[src/rtl/digit_serial_comparator_if.sv]
// Start/busy/done handshake bundle for the digit-serial comparator.
interface digit_serial_comparator_if #(
    parameter int WIDTH = 16
);
    logic             start;
    logic             signed_mode;
    logic [WIDTH-1:0] A;
    logic [WIDTH-1:0] B;
    logic             busy;
    logic             done;
    logic             A_less_B;
    logic             A_equal_B;
    logic             A_great_B;

    modport master (
        output start, signed_mode, A, B,
        input  busy, done,
        input  A_less_B, A_equal_B, A_great_B
    );

    modport slave (
        input  start, signed_mode, A, B,
        output busy, done,
        output A_less_B, A_equal_B, A_great_B
    );
endinterface

[src/rtl/digit_serial_comparator.sv]
// Multi-cycle MSD-first magnitude comparator, DIGIT bits per clock,
// with signed/unsigned mode and optional early exit on first difference.
module digit_serial_comparator #(
    parameter int WIDTH      = 16,
    parameter int DIGIT      = 4,
    parameter bit EARLY_EXIT = 1'b1
) (
    input logic                      clk,
    input logic                      rst_n,
    digit_serial_comparator_if.slave bus
);
    localparam int N  = WIDTH / DIGIT;
    localparam int CW = $clog2(N + 1);

    typedef enum logic {IDLE, RUN} state_t;

    state_t           state;
    state_t           state_next;
    logic [WIDTH-1:0] sa;
    logic [WIDTH-1:0] sb;
    logic [CW-1:0]    cnt;
    logic             decided;
    logic             dec_less;
    logic             done_q;
    logic             less_q;
    logic             equal_q;
    logic             great_q;

    logic [DIGIT-1:0] da;
    logic [DIGIT-1:0] db;
    logic             differ;
    logic             last;
    logic             capture;
    logic             finish;
    logic             res_less;
    logic             res_great;

    assign da     = sa[WIDTH-1 -: DIGIT];
    assign db     = sb[WIDTH-1 -: DIGIT];
    assign differ = (da != db);
    assign last   = (cnt == CW'(N - 1));

    always_comb begin
        state_next = state;
        capture    = 1'b0;
        finish     = 1'b0;
        res_less   = 1'b0;
        res_great  = 1'b0;
        unique case (state)
            IDLE: begin
                if (bus.start) begin
                    capture    = 1'b1;
                    state_next = RUN;
                end
            end
            RUN: begin
                finish = last || (EARLY_EXIT && differ);
                // A sticky decision outranks whatever later digits say
                if (decided) begin
                    res_less  = dec_less;
                    res_great = !dec_less;
                end else if (differ) begin
                    res_less  = (da < db);
                    res_great = (da > db);
                end
                if (finish) begin
                    state_next = IDLE;
                end
            end
        endcase
    end

    always_ff @(posedge clk or negedge rst_n) begin
        if (!rst_n) begin
            state    <= IDLE;
            sa       <= '0;
            sb       <= '0;
            cnt      <= '0;
            decided  <= 1'b0;
            dec_less <= 1'b0;
            done_q   <= 1'b0;
            less_q   <= 1'b0;
            equal_q  <= 1'b0;
            great_q  <= 1'b0;
        end else begin
            state  <= state_next;
            done_q <= finish;
            if (capture) begin
                // Flipping the sign bit maps two's complement to offset binary
                sa       <= {bus.A[WIDTH-1] ^ bus.signed_mode,
                             bus.A[WIDTH-2:0]};
                sb       <= {bus.B[WIDTH-1] ^ bus.signed_mode,
                             bus.B[WIDTH-2:0]};
                cnt      <= '0;
                decided  <= 1'b0;
                dec_less <= 1'b0;
            end else if (state == RUN) begin
                sa  <= sa << DIGIT;
                sb  <= sb << DIGIT;
                cnt <= cnt + CW'(1);
                if (differ && !decided) begin
                    decided  <= 1'b1;
                    dec_less <= (da < db);
                end
            end
            if (finish) begin
                less_q  <= res_less;
                equal_q <= !res_less && !res_great;
                great_q <= res_great;
            end
        end
    end

    assign bus.busy      = (state == RUN);
    assign bus.done      = done_q;
    assign bus.A_less_B  = less_q;
    assign bus.A_equal_B = equal_q;
    assign bus.A_great_B = great_q;
endmodule

[src/flat_wrapper.sv]
// flat-port wrapper written by rule: the top's interface ports become plain ports
module digit_serial_comparator_flat 
#(
    parameter int WIDTH      = 16,
    parameter int DIGIT      = 4,
    parameter bit EARLY_EXIT = 1'b1
)
  (clk, rst_n, bus_start, bus_signed_mode, bus_A, bus_B, bus_busy, bus_done, bus_A_less_B, bus_A_equal_B, bus_A_great_B);
  digit_serial_comparator_if #(.WIDTH(WIDTH)) bus_i ();
  input logic clk;
  input logic rst_n;
  input wire logic [$bits(bus_i.start)-1:0] bus_start;
  input wire logic [$bits(bus_i.signed_mode)-1:0] bus_signed_mode;
  input wire logic [$bits(bus_i.A)-1:0] bus_A;
  input wire logic [$bits(bus_i.B)-1:0] bus_B;
  output wire logic [$bits(bus_i.busy)-1:0] bus_busy;
  output wire logic [$bits(bus_i.done)-1:0] bus_done;
  output wire logic [$bits(bus_i.A_less_B)-1:0] bus_A_less_B;
  output wire logic [$bits(bus_i.A_equal_B)-1:0] bus_A_equal_B;
  output wire logic [$bits(bus_i.A_great_B)-1:0] bus_A_great_B;
  assign bus_i.start = bus_start;
  assign bus_i.signed_mode = bus_signed_mode;
  assign bus_i.A = bus_A;
  assign bus_i.B = bus_B;
  assign bus_busy = bus_i.busy;
  assign bus_done = bus_i.done;
  assign bus_A_less_B = bus_i.A_less_B;
  assign bus_A_equal_B = bus_i.A_equal_B;
  assign bus_A_great_B = bus_i.A_great_B;
  digit_serial_comparator #(.WIDTH(WIDTH), .DIGIT(DIGIT), .EARLY_EXIT(EARLY_EXIT)) u_core (.clk(clk), .rst_n(rst_n), .bus(bus_i));
endmodule
[config.mk]
export PLATFORM = sky130hd
export DESIGN_NAME = digit_serial_comparator_flat
export DESIGN_NICKNAME = d
export VERILOG_FILES = /design/src/rtl/digit_serial_comparator_if.sv /design/src/rtl/digit_serial_comparator.sv /design/src/flat_wrapper.sv
export SDC_FILE = /design/constraint.sdc
export NUM_CORES = 1
export LEC_CHECK = 0
export ABC_AREA = 1
export CAP_MARGIN = 25
export CORE_ASPECT_RATIO = 1.5
export CORE_MARGIN = 3
export CORE_UTILIZATION = 45
export DETAILED_ROUTE_END_ITERATION = 12
export PLACE_DENSITY = 0.74
export REMOVE_ABC_BUFFERS = 1
export SYNTH_ARGS = -nofsm -noshare
export SYNTH_HDL_FRONTEND = slang
export SYNTH_SLANG_ARGS = --single-unit
[constraint.sdc]
create_clock -name clk -period 1.5 [get_ports clk]
set_input_delay 0.3 -clock clk [delete_from_list [all_inputs] [get_ports clk]]
set_output_delay 0.3 -clock clk [all_outputs]
set_load 0.05 [all_outputs]
# Yosys cells after proc, flatten, opt, wreduce, memory -nomap -nowiden
# Index checks and enable logic that the tools add are counted.
word_totals:
  word_cells: 51
  out_inout_bits: 5
  register_bits: 42
  inputBits: 36
classes:
  magnitude_cmp: 2
  bitwise_logic: 3
  n_reduce_logical: 10
  addsub: 1
  eq_ne: 2
  muxes: 23
ops:
  columns: ["cell", "count"]
  rows:
  - ["16-bit 2-to-1 mux", 4]
  - ["1-bit 2-to-1 mux", 16]
  - ["3-bit 2-to-1 mux", 2]
  - ["4-bit > comparator", 1]
  - ["1-bit zero test", 4]
  - ["4-bit < comparator", 1]
  - ["4-bit inequality test", 1]
  - ["2-bit nonzero test", 2]
  - ["3-bit by 1-bit adder with 3-bit output, second input constant", 1]
  - ["3-bit by 2-bit equality test with 1-bit output, second input constant", 1]
  - ["1-bit logical AND", 2]
  - ["1-bit one-hot mux with 2 select lines", 1]
  - ["2-bit AND reduction", 1]
  - ["1-bit bitwise XOR", 2]
  - ["1-bit logical OR", 1]
  - ["1-bit inverter", 1]

# Depth between registers and ports, before layout
# Gate-level depths: netlist (run 1).
depth:
  depth_word: 6
  ltp_mapped: 11
  depth_no_buf: 11

# Worst setup path before layout (run 1)
# No wires, ideal clock.
synth_path:
  path_type: "register -> register"
  startpoint: "register u_core.state (netlist: u_core.bus.busy)"
  endpoint: "register u_core.sa[8]"
  setup_time_ps: 137
  t_arrival_ps: 1253
  n_path_buf: 2
  path_slack_ps: 109
  synth_period_minus_slack_ps: 1391
  stages_incl_launch_ff: 8
  required_time_ps: 1363
  path_cell_list: "dfrtp_1 -> buf_6 -> inv_4 -> nand2_4 -> inv_2 -> buf_6 -> nand2_1 -> o221ai_1"
synth_via:
  elab_chain_len: 2
  elab_cells_between_ends: 3
  cone_classes: "mux (2); reduce/logical (1)"
synth_lines:
  columns: ["element", "line_no", "text"]
  rows:
  - ["start, declared", "digit_serial_comparator.sv:17", "state_t state;"]
  - ["start signal, assigned", "digit_serial_comparator.sv:86", "state <= state_next;"]
  - ["1-bit 2-to-1 mux", "digit_serial_comparator.sv:49", "unique case (state)"]
  - ["16-bit 2-to-1 mux or 2-bit nonzero test (tied branches)", null, null]
  - ["end signal, assigned", "digit_serial_comparator.sv:90", "sa <= {bus.A[WIDTH-1] ^ bus.signed_mode,"]
  - ["end signal, assigned", "digit_serial_comparator.sv:98", "sa <= sa << DIGIT;"]
  - ["end, declared", "digit_serial_comparator.sv:19", "logic [WIDTH-1:0] sa;"]
# Several ways; a longest one is shown, not always the timed one.
# A chain may end at the register's enable or synchronous reset.

# Worst setup path in the final report (run 1)
layout_path:
  startpoint: "register u_core.sa[15]"
  endpoint: "register u_core.equal_q (netlist: u_core.bus.A_equal_B)"
layout_via:
  elab_chain_len: 6
  elab_cells_between_ends: 14
  cone_classes: "order compare (2); eq/ne (1); mux (7); reduce/logical (4)"
layout_lines:
  columns: ["element", "line_no", "text"]
  rows:
  - ["4-bit < comparator, or another cell as far along", "digit_serial_comparator.sv:63", "res_less = (da < db);"]
  - ["1-bit 2-to-1 mux", "digit_serial_comparator.sv:62", "end else if (differ) begin"]
  - ["1-bit 2-to-1 mux", "digit_serial_comparator.sv:59", "if (decided) begin"]
  - ["1-bit 2-to-1 mux", "digit_serial_comparator.sv:49", null]
  - ["1-bit zero test", "digit_serial_comparator.sv:108", "equal_q <= !res_less && !res_great;"]
  - ["1-bit logical AND", "digit_serial_comparator.sv:108", null]
  - ["end signal, assigned", "digit_serial_comparator.sv:108", null]
  - ["end, declared", "digit_serial_comparator.sv:26", "logic equal_q;"]
# Several ways; a longest one is shown, not always the timed one.

==> results.py, run 1 <==
metrics = {
    "run_status": {
        "run_status": "completed",
    },
    "grt": {
        "grt_start_max_net_pins": 30,
        "use_met2_pct": 31.4,
        "grt.overflow.total": 0,
        "antenna_found_initial": 0,
        "use_met1_pct": 21.3,
        "groute.usage.overall_pct": 18.5,
        "grt_use_met3_pct": 5.49,
        "vias_in_the_first_global_route": 1584,
        "gr-max-usage-layer": "met2",
        "grt_pass1_wl_um": 7150,
    },
    "critical_path": {
        "reg2reg_from": "u_core.sa[15]",
        "cp.arrival_ps": 1640,
        "timing.setup.critical_path_class": "reg2reg",
        "r2r_cells": 9,
        "reg2reg_setup_slack_ps": 100,
        "critical_path.endpoint_type": "flip-flop",
        "timing.critical_path.from_type": "flip-flop",
        "worst-path-max-fanout": 4,
        "critical_path_required_ps": 1740,
        "r2r-end": "u_core.bus.A_equal_B",
    },
    "floorplan": {
        "die_y_um": 86.9,
        "num_rows": 28,
        "pin_count": 41,
        "die_area_um2": 5210,
        "core_area_um2": 4060,
        "start_util_pct": 48.3,
        "fp.dieW_um": 59.9,
    },
    "power_and_ir_drop": {
        "ir_worst_vdd_v": 0.00146,
        "power-per-cell-area_nw_per_um2": 1930,
        "total_leakage_power_nw": 1.25,
    },
    "sta": {
        "timing_max_transition_violations_final": 0,
        "finalClockSkew_ps": 7.86,
        "finalSetupViolations": 0,
        "time_the_final_worst_path_needs_with_i_o_delays_and_setup_ps": 1400,
        "worst_pin_slew_ps": 347,
        "fin_hold_ws_ps": 441,
        "fin_crit_share_pct": 93.4,
        "tightest_slew_margin_relative_to_the_limit_pct": 76.9,
        "timing_hold_violations_final": 0,
        "fmax_ghz": 0.714,
    },
    "placement": {
        "gpl.final_weighted_congestion": 0.785,
        "post_place_cell_area_um2": 2510,
        "place.detailed.hpwl_um": 3010,
        "place.port_buffers": 40,
        "dp_cells": 292,
    },
    "route": {
        "drc_marker_count_from_the_first_detailed_route_iteration": 82,
        "first_drt_pass_iteration_count": 4,
        "detail_route.wirelength_um": 4220,
        "post_drt_wl_per_cell_um": 13.9,
        "vias": 1551,
        "drcViolationCount": 0,
        "number_of_routed_nets_with_antenna_violations": 0,
        "routed_via_density": 5.10,
    },
    "clock_tree": {
        "clk_latency_ps": 300,
        "cts_inserted_buffers": 5,
        "clock_path_buffers": 2,
        "clock-sinks": 42,
        "clock-root-buffer": "sky130_fd_sc_hd__clkbuf_8",
        "clock_tree_from_tritoncts": "built",
        "clk_pin_slew_ps": 80,
        "htree_num_levels": 2,
    },
    "synth": {
        "yosys_register_bits": 42,
        "synth_sequential_area_ratio_pct": 53.5,
        "postSynthAreaPerCell_um2": 9.58,
        "syn-cell-area_um2": 1960,
        "synth_warnings": 0,
        "synth_cell_types": 27,
        "synthesis.instances": 205,
    },
    "final_layout": {
        "finish.net_count": 301,
        "multiInputGateArea_um2": 762,
        "final_cell_count_no_fill": 304,
        "antennaDiodeCount": 0,
        "final_layout_size_suffix_gt1_share_pct": 19.3,
        "final_common_cell": "sky130_fd_sc_hd__nand2_1",
        "ff_latch_area_um2": 1050,
        "fillers": 340,
        "area_added_between_synthesis_and_finish_pct": 35.7,
        "commonest_non_fill_non_tap_cells_in_the_layout": "sky130_fd_sc_hd__nand2_1, sky130_fd_sc_hd__dfrtp_1, sky130_fd_sc_hd__clkdlybuf4s50_1",
        "design_area_um2": 2660,
    },
    "run": {
        "cap_violations": 0,
    },
    "min_path": {
        "timing.hold.worst.class": "in2async",
    },
}
## layer usage
| metal | wire (µm) | vias to the layer above |
|---|---|---|
| li1 | - | 774 |
| met1 | 1680 | 731 |
| met4 | 82 | 0 |
| met3 | 184 | 7 |
| met2 | 2270 | 39 |
| met5 | 0 | - |
## power breakdown
part | internal [mW] | total, mW | switching, mW
registers | 1.61 | 1.91 | 0.300
clock network | 0.312 | 0.687 | 0.375
logic | 1.14 | 2.55 | 1.41
## synth_stat cells (all sizes together)
library cell  number  area [µm²]
nand2             66         258
dfrtp             42        1050
inv               30         118
o21ai             12        86.3
o221ai             9        85.1
buf                8        70.1
nor2               8        51.3
ha                 6        75.1
nand3              6        30.0
o211ai             6        50.1
a22oi              5        37.5
a21oi              2        10.0
a22o               2        17.5
xnor2              2        17.5
o22ai              1        6.26
## final cells by class
cell class              count  share of cell area (%)
clock buffers               5                    2.58
clock inverters             2                   0.376
inverters                  30                    4.42
multi-input cells         125                    28.6
flip-flops and latches     42                    39.5
well taps                  45                    2.11
repair buffers             55                    22.5
## state kept, by name, indices dropped and copies added, names as in the netlist
signal / flops
u_core.sa: 16
u_core.sb: 16
u_core.cnt: 3
u_core.bus.A_equal_B: 1
u_core.bus.A_great_B: 1
u_core.bus.A_less_B: 1
u_core.bus.busy: 1
u_core.bus.done: 1
u_core.dec_less: 1
u_core.decided: 1
## critical path: stages (launching register included)
cell and delay, ps:
sky130_fd_sc_hd__dfrtp_1 420, sky130_fd_sc_hd__ha_4 280, sky130_fd_sc_hd__nand2_1 70, sky130_fd_sc_hd__nor2_2 120, sky130_fd_sc_hd__inv_2 70, sky130_fd_sc_hd__nand2_4 70
sky130_fd_sc_hd__nor2_1 40, sky130_fd_sc_hd__nor2_1 140, sky130_fd_sc_hd__nand2_1 70, sky130_fd_sc_hd__nand2_1 50
## how the worst max path moves through the flow
stage / endpoint / startpoint / cells past startpoint / slack (ps)
3_3_place_gp: u_core.sa[8] / bus_start / 4 / -30
6_report: u_core.bus.A_equal_B / u_core.sa[15] / 9 / 100
2_1_floorplan: u_core.sb[0] / u_core.bus.busy / 4 / -230
5_1_grt: u_core.bus.A_less_B / u_core.sa[15] / 8 / -30
3_5_place_dp: u_core.sb[9] / bus_start / 4 / -60
4_1_cts: u_core.bus.A_equal_B / u_core.sb[15] / 10 / 40
## cell families (layout without fill, tap and decap cells)
kind of cell | count (synthesis) | after routing | synth area share, %
buffers and inverters | 38 | 92 | 9.56
flip-flops | 42 | 42 | 53.5
AND/OR/NAND/NOR | 80 | 80 | 17.3
XOR/XNOR | 2 | 2 | 0.892
AO/OA/AOI/OAI | 37 | 37 | 14.9
adder cells (fa/ha/maj) | 6 | 6 | 3.82
## through the flow
stage | power, mW | setup WS (ps) | util (%) | setup TNS (ps)
final | 5.14 | 98.5 | 65.5 | 0
after global routing | 5.55 | -25.3 | 65.5 | -31.1
after CTS | 4.97 | 41.8 | 63.9 | 0
after detailed placement | 4.26 | -64.2 | 61.7 | -546
after global placement | 4.17 | -25.2 | 61.7 | -205
after floorplan | 3.28 | -229 | - | -6330
## what timing repair did
| item | 4_1_cts | 5_1_grt |
|---|---|---|
| setup endpoints to repair | 0 | 2 |
| buffers inserted | 0 | 4 |
| hold buffers | 1 | 0 |
| endpoints found under the hold margin | 13 | 0 |
| gates resized for setup | 0 | 7 |
Power figures use the tool's default switching activity.
==> inputs of run 2 (changes only) <==
Settings changed: CTS_CLUSTER_DIAMETER from default to 40.
==> results of run 2 <==
No change in the layout: final DEF, timing and power equal those of run 1.
